`config.mk`:
```
export PLATFORM = sky130hd
export DESIGN_NAME = stopwatch_ctrl
export DESIGN_NICKNAME = d
export VERILOG_FILES = /design/src/rtl/stopwatch_pkg.sv /design/src/rtl/stopwatch_ctrl_tick_gen.sv /design/src/rtl/stopwatch_ctrl.sv
export SDC_FILE = /design/constraint.sdc
export NUM_CORES = 1
export LEC_CHECK = 0
export ABC_CLOCK_PERIOD_IN_PS = 1850
export BUFFER_PORTS_ARGS = -buffer_cell sky130_fd_sc_hd__buf_2
export CAP_MARGIN = 20
export CELL_PAD_IN_SITES_DETAIL_PLACEMENT = 0
export CELL_PAD_IN_SITES_GLOBAL_PLACEMENT = 1
export CORE_ASPECT_RATIO = 0.7
export CORE_MARGIN = 2
export CORE_UTILIZATION = 40
export CTS_CLUSTER_SIZE = 25
export DETAILED_ROUTE_END_ITERATION = 10
export MAX_ROUTING_LAYER = met4
export PLACE_DENSITY = 0.78
export SYNTH_ARGS = -nofsm -noshare
export SYNTH_HDL_FRONTEND = slang
export SYNTH_SLANG_ARGS = --single-unit
```
`constraint.sdc`:
```
create_clock -name clk -period 1.85 [get_ports clk]
set_input_delay 0 -clock clk [delete_from_list [all_inputs] [get_ports clk]]
set_output_delay 0 -clock clk [all_outputs]
set_load 0.05 [all_outputs]
```
`src/rtl/stopwatch_pkg.sv`:
```
// -----------------------------------------------------------------------------
// stopwatch_pkg
//
// Shared definitions for the stopwatch controller:
//   - sw_state_t : FSM state encoding, which is also the value driven on the
//                  2-bit 'state' output (IDLE=00, RUN=01, PAUSE=10, LAP=11).
//   - SEC_MAX / TENTH_MAX : upper limits of the seconds and tenths counters.
//   - sw_time_t  : a seconds/tenths pair, used for the live time and the
//                  frozen lap snapshot.
//   - time_inc() : advances a time value by one tenth, wrapping 999.9 -> 000.0.
//   - time_is_max() : true when a time value sits at 999.9.
// -----------------------------------------------------------------------------
package stopwatch_pkg;

    typedef enum logic [1:0] {
        ST_IDLE  = 2'b00,
        ST_RUN   = 2'b01,
        ST_PAUSE = 2'b10,
        ST_LAP   = 2'b11
    } sw_state_t;

    localparam int SEC_W   = 10;
    localparam int TENTH_W = 4;

    localparam logic [SEC_W-1:0]   SEC_MAX   = 10'd999;
    localparam logic [TENTH_W-1:0] TENTH_MAX = 4'd9;

    typedef struct packed {
        logic [SEC_W-1:0]   sec;
        logic [TENTH_W-1:0] tenth;
    } sw_time_t;

    localparam sw_time_t TIME_ZERO = '0;

    // One tenth-second step. Tenths roll into seconds; seconds roll over to
    // zero after 999, so 999.9 steps to 000.0.
    function automatic sw_time_t time_inc(input sw_time_t t);
        sw_time_t n;
        n = t;
        if (t.tenth == TENTH_MAX) begin
            n.tenth = '0;
            n.sec   = (t.sec == SEC_MAX) ? '0 : t.sec + 1'b1;
        end else begin
            n.tenth = t.tenth + 1'b1;
        end
        return n;
    endfunction

    function automatic logic time_is_max(input sw_time_t t);
        return (t.sec == SEC_MAX) && (t.tenth == TENTH_MAX);
    endfunction

endpackage

```
`src/rtl/stopwatch_ctrl_tick_gen.sv`:
```
// -----------------------------------------------------------------------------
// tick_gen
//
// Prescaler that divides the input clock down to one tick per DIV enabled
// cycles. The count advances only while 'en' is high and simply holds when
// 'en' is low, so a paused stopwatch resumes mid-tenth rather than restarting
// the tenth. 'clr' forces the count to zero and wins over 'en'.
//
// Ports:
//   clk   in   clock, rising edge
//   rst_n in   synchronous active-low reset
//   en    in   count enable
//   clr   in   synchronous clear of the prescaler
//   tick  out  high for the single cycle in which the enabled count sits at
//              DIV-1; the count returns to zero on that same edge
// -----------------------------------------------------------------------------
module tick_gen #(
    parameter int DIV = 10
) (
    input  logic clk,
    input  logic rst_n,
    input  logic en,
    input  logic clr,
    output logic tick
);

    localparam int CNT_W = (DIV > 1) ? $clog2(DIV) : 1;
    localparam logic [CNT_W-1:0] LAST = CNT_W'(DIV - 1);

    logic [CNT_W-1:0] cnt;

    // Combinational so the counters in the parent see the tick on the same
    // edge that wraps the prescaler back to zero.
    assign tick = en && (cnt == LAST);

    // NOTE: reset is sampled on the clock edge (synchronous); all state here is
    // plain flops, so every register is reset, and non-blocking assignments keep
    // the register update order-independent across always_ff blocks.
    always_ff @(posedge clk) begin
        if (!rst_n) begin
            cnt <= '0;
        end else if (clr) begin
            cnt <= '0;
        end else if (en) begin
            cnt <= (cnt == LAST) ? '0 : cnt + 1'b1;
        end
    end

endmodule

```
`src/rtl/stopwatch_ctrl.sv`:
```
// -----------------------------------------------------------------------------
// stopwatch_ctrl
//
// Tenth-second stopwatch with run/pause, lap (display freeze) and clear.
//
// Parameters:
//   CLK_HZ   input clock frequency in Hz (multiple of 10, at least 20)
//
// Ports:
//   clk             in   clock, rising edge
//   rst_n           in   synchronous active-low reset
//   btn_start_stop  in   one-cycle pulse, toggles run / pause
//   btn_lap         in   one-cycle pulse, freezes / unfreezes the display
//   btn_clear       in   one-cycle pulse, zeroes the time (accepted in PAUSE)
//   running         out  high in RUN and LAP
//   lap_active      out  high in LAP
//   state           out  IDLE=00, RUN=01, PAUSE=10, LAP=11
//   disp_sec        out  displayed seconds 0..999
//   disp_tenth      out  displayed tenths 0..9
//   wrap            out  one-cycle pulse after the live time rolls 999.9->000.0
//
// Button priority when pulses coincide is clear > start_stop > lap, counting
// only buttons that have a meaning in the current state (e.g. clear in RUN is
// ignored and does not block a simultaneous start_stop).
// -----------------------------------------------------------------------------
module stopwatch_ctrl
    import stopwatch_pkg::*;
#(
    parameter int CLK_HZ = 50000000
) (
    input  logic               clk,
    input  logic               rst_n,
    input  logic               btn_start_stop,
    input  logic               btn_lap,
    input  logic               btn_clear,
    output logic               running,
    output logic               lap_active,
    output logic [1:0]         state,
    output logic [SEC_W-1:0]   disp_sec,
    output logic [TENTH_W-1:0] disp_tenth,
    output logic               wrap
);

    localparam int TICK_DIV = CLK_HZ / 10;

    sw_state_t state_q;
    sw_time_t  live_q;     // live running time
    sw_time_t  snap_q;     // display value frozen on entry to LAP
    sw_time_t  live_nxt;
    logic      tick;
    logic      clear_accept;
    logic      presc_clr;

    // Clear only has an effect from PAUSE; the prescaler is also held at zero
    // throughout IDLE so a fresh start always begins a full tenth.
    assign clear_accept = (state_q == ST_PAUSE) && btn_clear;
    assign presc_clr    = (state_q == ST_IDLE) || clear_accept;

    // The prescaler is enabled from the registered 'running' flag, i.e. the
    // state before this edge. A tick landing on the same edge as start_stop
    // in RUN is therefore still counted; the count stops from the next cycle.
    tick_gen #(
        .DIV (TICK_DIV)
    ) u_tick_gen (
        .clk   (clk),
        .rst_n (rst_n),
        .en    (running),
        .clr   (presc_clr),
        .tick  (tick)
    );

    // NOTE: every signal written in an always_comb gets a value on every path
    // (here via the leading default) so no latch is inferred.
    always_comb begin
        live_nxt = live_q;
        if (clear_accept) begin
            live_nxt = TIME_ZERO;
        end else if (tick) begin
            live_nxt = time_inc(live_q);
        end
    end

    always_ff @(posedge clk) begin
        if (!rst_n) begin
            state_q    <= ST_IDLE;
            live_q     <= TIME_ZERO;
            snap_q     <= TIME_ZERO;
            wrap       <= 1'b0;
            running    <= 1'b0;
            lap_active <= 1'b0;
        end else begin
            live_q <= live_nxt;
            // Clear cannot coincide with a tick (no tick outside RUN/LAP),
            // so the rollover condition needs no clear qualifier.
            wrap   <= tick && time_is_max(live_q);

            unique case (state_q)
                ST_IDLE: begin
                    if (btn_start_stop) begin
                        state_q <= ST_RUN;
                        running <= 1'b1;
                    end
                end

                ST_RUN: begin
                    if (btn_start_stop) begin
                        state_q <= ST_PAUSE;
                        running <= 1'b0;
                    end else if (btn_lap) begin
                        state_q    <= ST_LAP;
                        lap_active <= 1'b1;
                        // Pre-tick value: the time shown at the moment lap
                        // was pressed, not the one a same-edge tick produces.
                        snap_q     <= live_q;
                    end
                end

                ST_LAP: begin
                    if (btn_start_stop) begin
                        state_q    <= ST_PAUSE;
                        running    <= 1'b0;
                        lap_active <= 1'b0;
                    end else if (btn_lap) begin
                        state_q    <= ST_RUN;
                        lap_active <= 1'b0;
                    end
                end

                ST_PAUSE: begin
                    if (btn_clear) begin
                        state_q <= ST_IDLE;
                    end else if (btn_start_stop) begin
                        state_q <= ST_RUN;
                        running <= 1'b1;
                    end
                end

                default: begin
                    state_q    <= ST_IDLE;
                    running    <= 1'b0;
                    lap_active <= 1'b0;
                end
            endcase
        end
    end

    assign state = state_q;

    // Outside LAP the display tracks the live time directly.
    assign disp_sec   = lap_active ? snap_q.sec   : live_q.sec;
    assign disp_tenth = lap_active ? snap_q.tenth : live_q.tenth;

endmodule
```
==> reports/results.txt, run 1 <==
die width - 105 um
pre-CTS WS - -105 ps
CTS buffer count - 5
WL final - 7.65 mm
peak per-stage delay on the critical path - 610 ps
ant diodes - 0
Storage cell area - 1160 um^2
Synth async-reset ratio - 0%
Final Hold Fails - 0
FILL cells - 623
Max clock buf depth - 2
Total GRT Usage - 20.0%
total grt overflow - 0
post-synthesis adder-cell area fraction - 0.884%
outcome - complete, but fails checks
Post-synth top flop - dfxtp_1
area of the mapped netlist - 2830 um^2
TNS Setup - -723 ps
crit-path cells - nand4_1 > or4_4 > o221ai_4 > clkbuf_16 > nor2_4
hold_ws - 85.8 ps
GP Congestion - 0.846
ranking of synthesized cells by area - dfxtp_1, nand2_1, a21oi_1
final instance area - 3800 um^2
ANT nets after route - 0
Ys Warns - 0
DR vias - 2776
initial antenna violation count - 0
CP Capture Type - flip-flop
Die Ht - 74.4 um
Hold Path Class - in2reg
final net count - 421
CP startpoint - running$_SDFFE_PN0P_
vias in the first global route - 2368
most frequent cells in the layout - buf_4, nand2_1, dfxtp_1
first-pass GRT wire length - 12.1 mm
share of layout cells above drive strength 1 - 39.8%
Syn Area/Cell - 8.28 um^2
Lkg Pwr - 1.33 nW
later-pin clock latency in the skew report - 310 ps
H-tree depth - 2
I/O pin count - 24
WL per Instance - 15.0 um
sequential cell area fraction in the yosys report - 39.6%
pin count of the biggest net entering global routing - 30
Fin Clk Skew - 14.8 ps
Worst IR Drop VDD - 314 uV
CTS tree - built
commonest non-fill, non-tap cell in the layout - buf_4
Detailed Route Iter0 Violations - 291
internal power - 1.58 mW
startpoint types - flip-flop
PwrDens - 551 nW/um^2
switching power share of the total - 24.8%
Post-Synth Simple-Gate Area - 30.4%
EDFF count, synth - 0
Slew @ Worst Pin - 443 ps
max-slew violations - 0
CP delay by family, top - simple AND/OR/NAND/NOR gates
fin crit share - 103%
Reg2Reg Depth - 5
Seq pwr share - 58.9%
dpl cells - 494
Die ar. - 7780 um^2
TritonRoute pass-1 iters - 4
distinct cell type count after synthesis - 46
final-report setup violation count - 19
failing checks - setup timing
#FFs+latches synth - 56
post-detail-place hpwl - 5.13 mm
CP Depth - 5
Initial Utilization - 41.7%
reg2reg start - running$_SDFFE_PN0P_
Setup CP Type - reg2reg
buffers and inverters on the worst path - 1
relative slew slack - 70.3%
Port Buffer Count - 23
fin util - 56.0%
RR Endpoint - u_tick_gen.cnt[2]$_SDFFE_PP0P_
critical path arrival - 2100 ps
Clock power frac - 33.4%
clock sink count - 56
Post-DP Area - 3440 um^2
Post-Syn Nets - 349
f_max - 0.524 GHz
Clk pin slew, worst setup/hold paths - 100 ps
compound-gate portion of the synthesized area - 14.9%
Synth area leader - dfxtp_1
peak fanout along the critical path - 6
DRC - 0
max cap viols - 0
Switch Pwr - 0.521 mW
CP endpoint - u_tick_gen.cnt[2]$_SDFFE_PP0P_
number of cell rows - 25
Root Buffer - clkbuf_8
share of the synthesized area in the top cell type - 39.6%
CORE AREA - 6790 um^2
Worst R2R Setup Slack - -60 ps
RSZ-0062 raised after global routing - yes
Layout Cells excl Fill - 509
synthesis-to-layout area growth - 34.3%
Setup WS post-layout - -57.5 ps
post-synthesis mux area share - 5.88%
main combinational cell family by area after synthesis - simple AND/OR/NAND/NOR gates
Multi-input gate area - 1750 um^2
total power - 2.10 mW
Critical Path RT - 2040 ps
post-synthesis xor/xnor area fraction - 4.02%
combinational power share - 7.7%
final worst path period need - 1910 ps
Gate Count Post-Synth - 342
CP max-delay cell - or4_4
Vias/cell - 5.45
-- synth_stat cells (all sizes together) (3+ instances only) --
| master | count |
|---|---|
| a211o | 3 |
| a21oi | 35 |
| a31o | 4 |
| and2 | 3 |
| and3 | 6 |
| buf | 8 |
| clkbuf | 12 |
| dfxtp | 56 |
| inv | 8 |
| mux2 | 13 |
| nand2 | 47 |
| nand3 | 12 |
| nand3b | 3 |
| nand4 | 13 |
| nor2 | 20 |
| nor2b | 3 |
| nor3 | 5 |
| nor4 | 9 |
| o21ai | 14 |
| o31ai | 7 |
| or3 | 8 |
| or4 | 16 |
| xnor2 | 8 |
| xor2 | 5 |
-- power groups by stage --
stage / Clock [mW] / Sequential (mW) / Combinational [mW]
2_1_floorplan: 0 / 1.27 / 0.0829
3_3_place_gp: 0 / 1.27 / 0.139
3_5_place_dp: 0 / 1.27 / 0.139
4_1_cts: 0.722 / 1.24 / 0.141
5_1_grt: 0.775 / 1.24 / 0.172
6_report: 0.701 / 1.23 / 0.162
-- layer usage --
metal / up-vias / wire length, um / global-route usage (%)
met1: 1291 / 3990 / 30.7
met3: 5 / 437 / 2.98
li1: 1388 / - / -
met4: 0 / 40 / 4.80
met2: 92 / 3180 / 27.1
met5: - / 0 / -
-- timing repair --
item	CTS	global route
resized for setup	20	33
endpoints found under the hold margin	1	0
cloned	0	3
hold buffers	1	0
setup endpoints to repair	31	39
pin swaps	4	21
buffers inserted	1	2
-- worst min-delay path, stage by stage --
cell and delay (ps):
buf_2 100, o21ai_0 70, a21oi_1 140, nor2_1 50
-- cells by family (layout without fill, tap and decap cells) --
kind of cell	Yosys count	in the layout
simple gates	157	157
compound gates	70	70
flops	56	56
buf+inv	29	102
mux	15	15
xor+xnor	13	13
fa+ha+maj	2	2
-- area by class of cell --
type                            instances  share of cell area [%]
Sequential cell                        56                    30.5
Tap cell                               94                    3.09
Multi-Input combinational cell        257                    46.1
Inverter                                9                   0.889
Timing Repair Buffer                   85                    17.0
Clock inverter                          2                   0.263
Clock buffer                            6                    2.17
-- registers in the layout, indices dropped and copies added (netlist names) --
| name | flops |
|---|---|
| lap_active | 1 |
| live_q | 14 |
| running | 1 |
| snap_q | 14 |
| state | 2 |
| u_tick_gen.cnt | 23 |
| wrap | 1 |
-- worst min-delay path by stage --
stage / start / end / slack, ps / cells after the start
6_report: btn_lap / lap_active$_SDFFE_PN0P_ / 90 / 4
4_1_cts: btn_lap / state[1]$_SDFFE_PN0P_ / 80 / 4
3_3_place_gp: btn_start_stop / running$_SDFFE_PN0P_ / 270 / 2
2_1_floorplan: btn_start_stop / running$_SDFFE_PN0P_ / 90 / 1
5_1_grt: btn_lap / lap_active$_SDFFE_PN0P_ / 110 / 4
3_5_place_dp: btn_start_stop / running$_SDFFE_PN0P_ / 270 / 2
No activity file was read; power rests on OpenSTA's default activity.
==> run 2, diff against run 1 <==
Settings changed: GPL_TIMING_DRIVEN set to 0.
==> reports/results.txt, run 2 (synthesis gave the netlist of run 1 again) <==
GP Congestion - 0.828
failing checks - setup timing
share of layout cells above drive strength 1 - 41.6%
post-detail-place hpwl - 5.03 mm
relative slew slack - 60.6%
Layout Cells excl Fill - 491
Die ar. - 7780 um^2
Worst IR Drop VDD - 328 uV
Setup CP Type - reg2reg
Setup WS post-layout - -42.1 ps
Critical Path RT - 2090 ps
Initial Utilization - 41.7%
Top reg by flops - u_tick_gen.cnt
Max clock buf depth - 2
final net count - 403
Reg2Reg Depth - 4
final instance area - 3740 um^2
initial antenna violation count - 0
DR vias - 2775
Root Buffer - clkbuf_8
Lkg Pwr - 1.24 nW
max-slew violations - 0
CP endpoint - live_q[4]$_SDFFE_PP0P_
Worst R2R Setup Slack - -40 ps
peak fanout along the critical path - 10
synthesis-to-layout area growth - 32.2%
CP Capture Type - flip-flop
Fin Clk Skew - 9.55 ps
die width - 105 um
CTS tree - built
number of cell rows - 25
Clk pin slew, worst setup/hold paths - 110 ps
final worst path period need - 1890 ps
Hold Path Class - in2reg
ant diodes - 0
max cap viols - 0
fin crit share - 102%
hold_ws - 91.4 ps
WL final - 7.83 mm
startpoint types - flip-flop
pre-CTS WS - -297 ps
CORE AREA - 6790 um^2
Largest regs - u_tick_gen.cnt (23), live_q (14), snap_q (14)
I/O pin count - 24
final-report setup violation count - 3
Vias/cell - 5.65
critical path arrival - 2130 ps
Port Buffer Count - 23
vias in the first global route - 2467
pin count of the biggest net entering global routing - 17
commonest non-fill, non-tap cell in the layout - nand2_1
clock sink count - 56
later-pin clock latency in the skew report - 310 ps
FILL cells - 643
WL per Instance - 16.0 um
reg2reg start - live_q[2]$_SDFFE_PP0P_
Post-DP Area - 3110 um^2
PwrDens - 562 nW/um^2
Total GRT Usage - 21.0%
RSZ-0062 raised after global routing - yes
first-pass GRT wire length - 12.6 mm
H-tree depth - 2
dpl cells - 459
Slew @ Worst Pin - 591 ps
DRC - 0
Detailed Route Iter0 Violations - 232
CP startpoint - live_q[2]$_SDFFE_PP0P_
outcome - complete, but fails checks
RR Endpoint - live_q[4]$_SDFFE_PP0P_
most frequent cells in the layout - nand2_1, dfxtp_1, buf_4
Final Hold Fails - 0
max reg flops - 23
total grt overflow - 0
f_max - 0.529 GHz
CTS buffer count - 5
TritonRoute pass-1 iters - 4
TNS Setup - -78.0 ps
Die Ht - 74.4 um
ANT nets after route - 0
## run 2: changes by cell type in the layout (fill, tap and decap cells not counted), moves of 4 or more
cell / previous run / this run
clkbuf_1: 0 / 4
a21oi_1: 32 / 25
buf_6: 1 / 8
dfxtp_4: 4 / 10
nor2_1: 15 / 9
nor2_2: 0 / 9
a21oi_2: 3 / 10
dfxtp_2: 18 / 14
buf_4: 55 / 27
## run 2: worst min path at each step
stage | start | endpoint | slack, ps | depth (start not counted)
2_1_floorplan | btn_start_stop | running$_SDFFE_PN0P_ | 90 | 1
3_3_place_gp | btn_start_stop | running$_SDFFE_PN0P_ | 280 | 2
3_5_place_dp | btn_start_stop | running$_SDFFE_PN0P_ | 290 | 2
4_1_cts | btn_lap | state[1]$_SDFFE_PN0P_ | 80 | 4
5_1_grt | btn_lap | state[1]$_SDFFE_PN0P_ | 130 | 4
6_report | btn_lap | state[1]$_SDFFE_PN0P_ | 90 | 4
## run 2: stage by stage
stage / util (%) / power [mW]
6_report: 55.1 / 2.10
5_1_grt: 55.1 / 2.18
4_1_cts: 51.3 / 2.12
3_5_place_dp: 45.8 / 1.40
3_3_place_gp: 45.8 / 1.40
2_1_floorplan: - / 1.36
## run 2: power by group
group	total (mW)	leakage, nW	switching, mW	internal (mW)
Clock	0.713	0.0510	0.412	0.301
Combinational	0.180	0.720	0.119	0.0608
Sequential	1.21	0.467	0.0111	1.20
Total	2.10	1.24	0.542	1.56
## run 2: critical path: stages, from the launching register on
cell and delay [ps]:
dfxtp_4 360, nand4bb_4 240, or4_4 630, or4_1 450, a21oi_1 140
## run 2: cell type report
class | count | area, um^2 | share of cell area (%)
buffer | 15 | 105 | 2.81
clock buffer | 6 | 82.6 | 2.21
clock inverter | 2 | 10.0 | 0.268
inverter | 9 | 33.8 | 0.903
multi-input combinational | 257 | 1870 | 49.9
sequential | 56 | 1180 | 31.4
tap | 94 | 118 | 3.14
timing repair buffer | 52 | 350 | 9.36
## run 2: per-layer routing
metal  part of all wire [%]  vias up  GRT usage [%]
li1                       -     1364              -
met3                    5.1        4           3.07
met1                     53     1338           31.8
met2                     41       69           29.0
met5                      0        -              -
met4                   0.65        0           4.65
## run 2: repair_timing
| item | 4_1_cts | 5_1_grt |
|---|---|---|
| cloned | 2 | 0 |
| resized for setup | 52 | 58 |
| pin swaps | 14 | 24 |
| setup endpoints to repair | 55 | 52 |
| endpoints found under the hold margin | 1 | 0 |
| setup buffers | 18 | 8 |
| hold buffers | 1 | 0 |
==> run 3, diff against run 2 <==
Settings changed: SKIP_LAST_GASP set to 1.
==> reports/results.txt, run 3 (synthesis gave the netlist of run 1 again) <==
pre-CTS WS - -297 ps
CTS tree - built
Lkg Pwr - 1.20 nW
clock sink count - 56
Detailed Route Iter0 Violations - 199
ant diodes - 0
Largest regs - u_tick_gen.cnt (23), live_q (14), snap_q (14)
hold_ws - 86.8 ps
max cap viols - 0
Fin Clk Skew - 6.92 ps
pin count of the biggest net entering global routing - 17
number of cell rows - 25
critical path arrival - 2130 ps
Setup CP Type - reg2reg
max-slew violations - 0
crit-path cells - nand4bb_4 > or4_4 > or4_1 > a21oi_1
Initial Utilization - 41.7%
Die ar. - 7780 um^2
die width - 105 um
most frequent cells in the layout - nand2_1, dfxtp_1, a21oi_1
synthesis-to-layout area growth - 29.7%
final worst path period need - 1890 ps
initial antenna violation count - 0
GP Congestion - 0.828
post-detail-place hpwl - 5.03 mm
Critical Path RT - 2090 ps
TritonRoute pass-1 iters - 4
DR vias - 2784
startpoint types - flip-flop
max reg flops - 23
final-report setup violation count - 11
Total GRT Usage - 21.0%
final net count - 401
later-pin clock latency in the skew report - 310 ps
WL per Instance - 15.7 um
Slew @ Worst Pin - 592 ps
Max clock buf depth - 2
Root Buffer - clkbuf_8
Die Ht - 74.4 um
Vias/cell - 5.69
failing checks - setup timing
CORE AREA - 6790 um^2
I/O pin count - 24
Port Buffer Count - 23
Setup WS post-layout - -36.8 ps
CTS buffer count - 5
PwrDens - 575 nW/um^2
RSZ-0062 raised after global routing - yes
Clk pin slew, worst setup/hold paths - 100 ps
Final Hold Fails - 0
fin util - 54.1%
total power - 2.11 mW
peak fanout along the critical path - 10
WL final - 7.70 mm
relative slew slack - 60.5%
f_max - 0.530 GHz
outcome - complete, but fails checks
CP max-delay cell - or4_4
first-pass GRT wire length - 12.6 mm
H-tree depth - 2
DRC - 0
Worst IR Drop VDD - 330 uV
vias in the first global route - 2467
CP Capture Type - flip-flop
commonest non-fill, non-tap cell in the layout - nand2_1
ANT nets after route - 0
peak per-stage delay on the critical path - 630 ps
share of layout cells above drive strength 1 - 39.5%
Top reg by flops - u_tick_gen.cnt
Hold Path Class - in2reg
total grt overflow - 0
fin crit share - 102%
==> run 3: changes by cell type in the layout (fill, tap and decap cells not counted), sizes merged <==
cell and change:
clkbuf +1, buf -3
==> run 3: final timing paths <==
check	startpoint	endpoint	slack, ps	depth (start not counted)
min	btn_lap	state[1]$_SDFFE_PN0P_	90	4
min reg2reg	snap_q[13]$_SDFFE_PN0P_	snap_q[13]$_SDFFE_PN0P_	460	2
max	live_q[2]$_SDFFE_PP0P_	live_q[4]$_SDFFE_PP0P_	-40	4
max reg2reg	live_q[2]$_SDFFE_PP0P_	live_q[4]$_SDFFE_PP0P_	-40	4
==> run 3: metal layers <==
metal	vias to the layer above	track usage (%)	routed length (um)
met4	0	4.65	83
li1	1358	-	-
met5	-	-	0
met3	9	3.07	406
met1	1353	31.8	4100
met2	64	29.0	3110
==> run 3: metrics by stage <==
step,std cells,setup TNS (ps),cell area [um^2]
floorplan,342,-680,2880
global placement,459,-8200,3110
detailed placement,459,-8700,3110
CTS,484,-64.8,3480
global route,489,-2150,3670
finish,489,-110,3670
==> run 3: where the power goes <==
group / switching [mW] / total (mW) / internal, mW
Combinational: 0.120 / 0.180 / 0.0607
Sequential: 0.0110 / 1.21 / 1.20
Clock: 0.415 / 0.716 / 0.301
==> run 3: final cells by class <==
| class | count | area (um^2) |
|---|---|---|
| buffer | 15 | 101 |
| clock buffer | 6 | 82.6 |
| clock inverter | 2 | 10.0 |
| fill | 653 | 3120 |
| inverter | 9 | 33.8 |
| multi-input combinational | 257 | 1820 |
| sequential | 56 | 1170 |
| tap | 94 | 118 |
| timing repair buffer | 50 | 335 |
==> run 3: timing repair <==
item	4_1_cts	5_1_grt
pin swaps	13	23
hold buffers	1	0
gates cloned	2	0
hold endpoints to repair	1	0
setup buffers	18	6
endpoints found under the setup margin	55	52
resized for setup	51	45
==> run 3: worst max-delay path: cells and delay by family, from the launching register on <==
| kind | cells | cell delay, ps |
|---|---|---|
| flip-flops | 1 | 360 |
| AO/OA/AOI/OAI | 1 | 140 |
| AND/OR/NAND/NOR | 3 | 1320 |
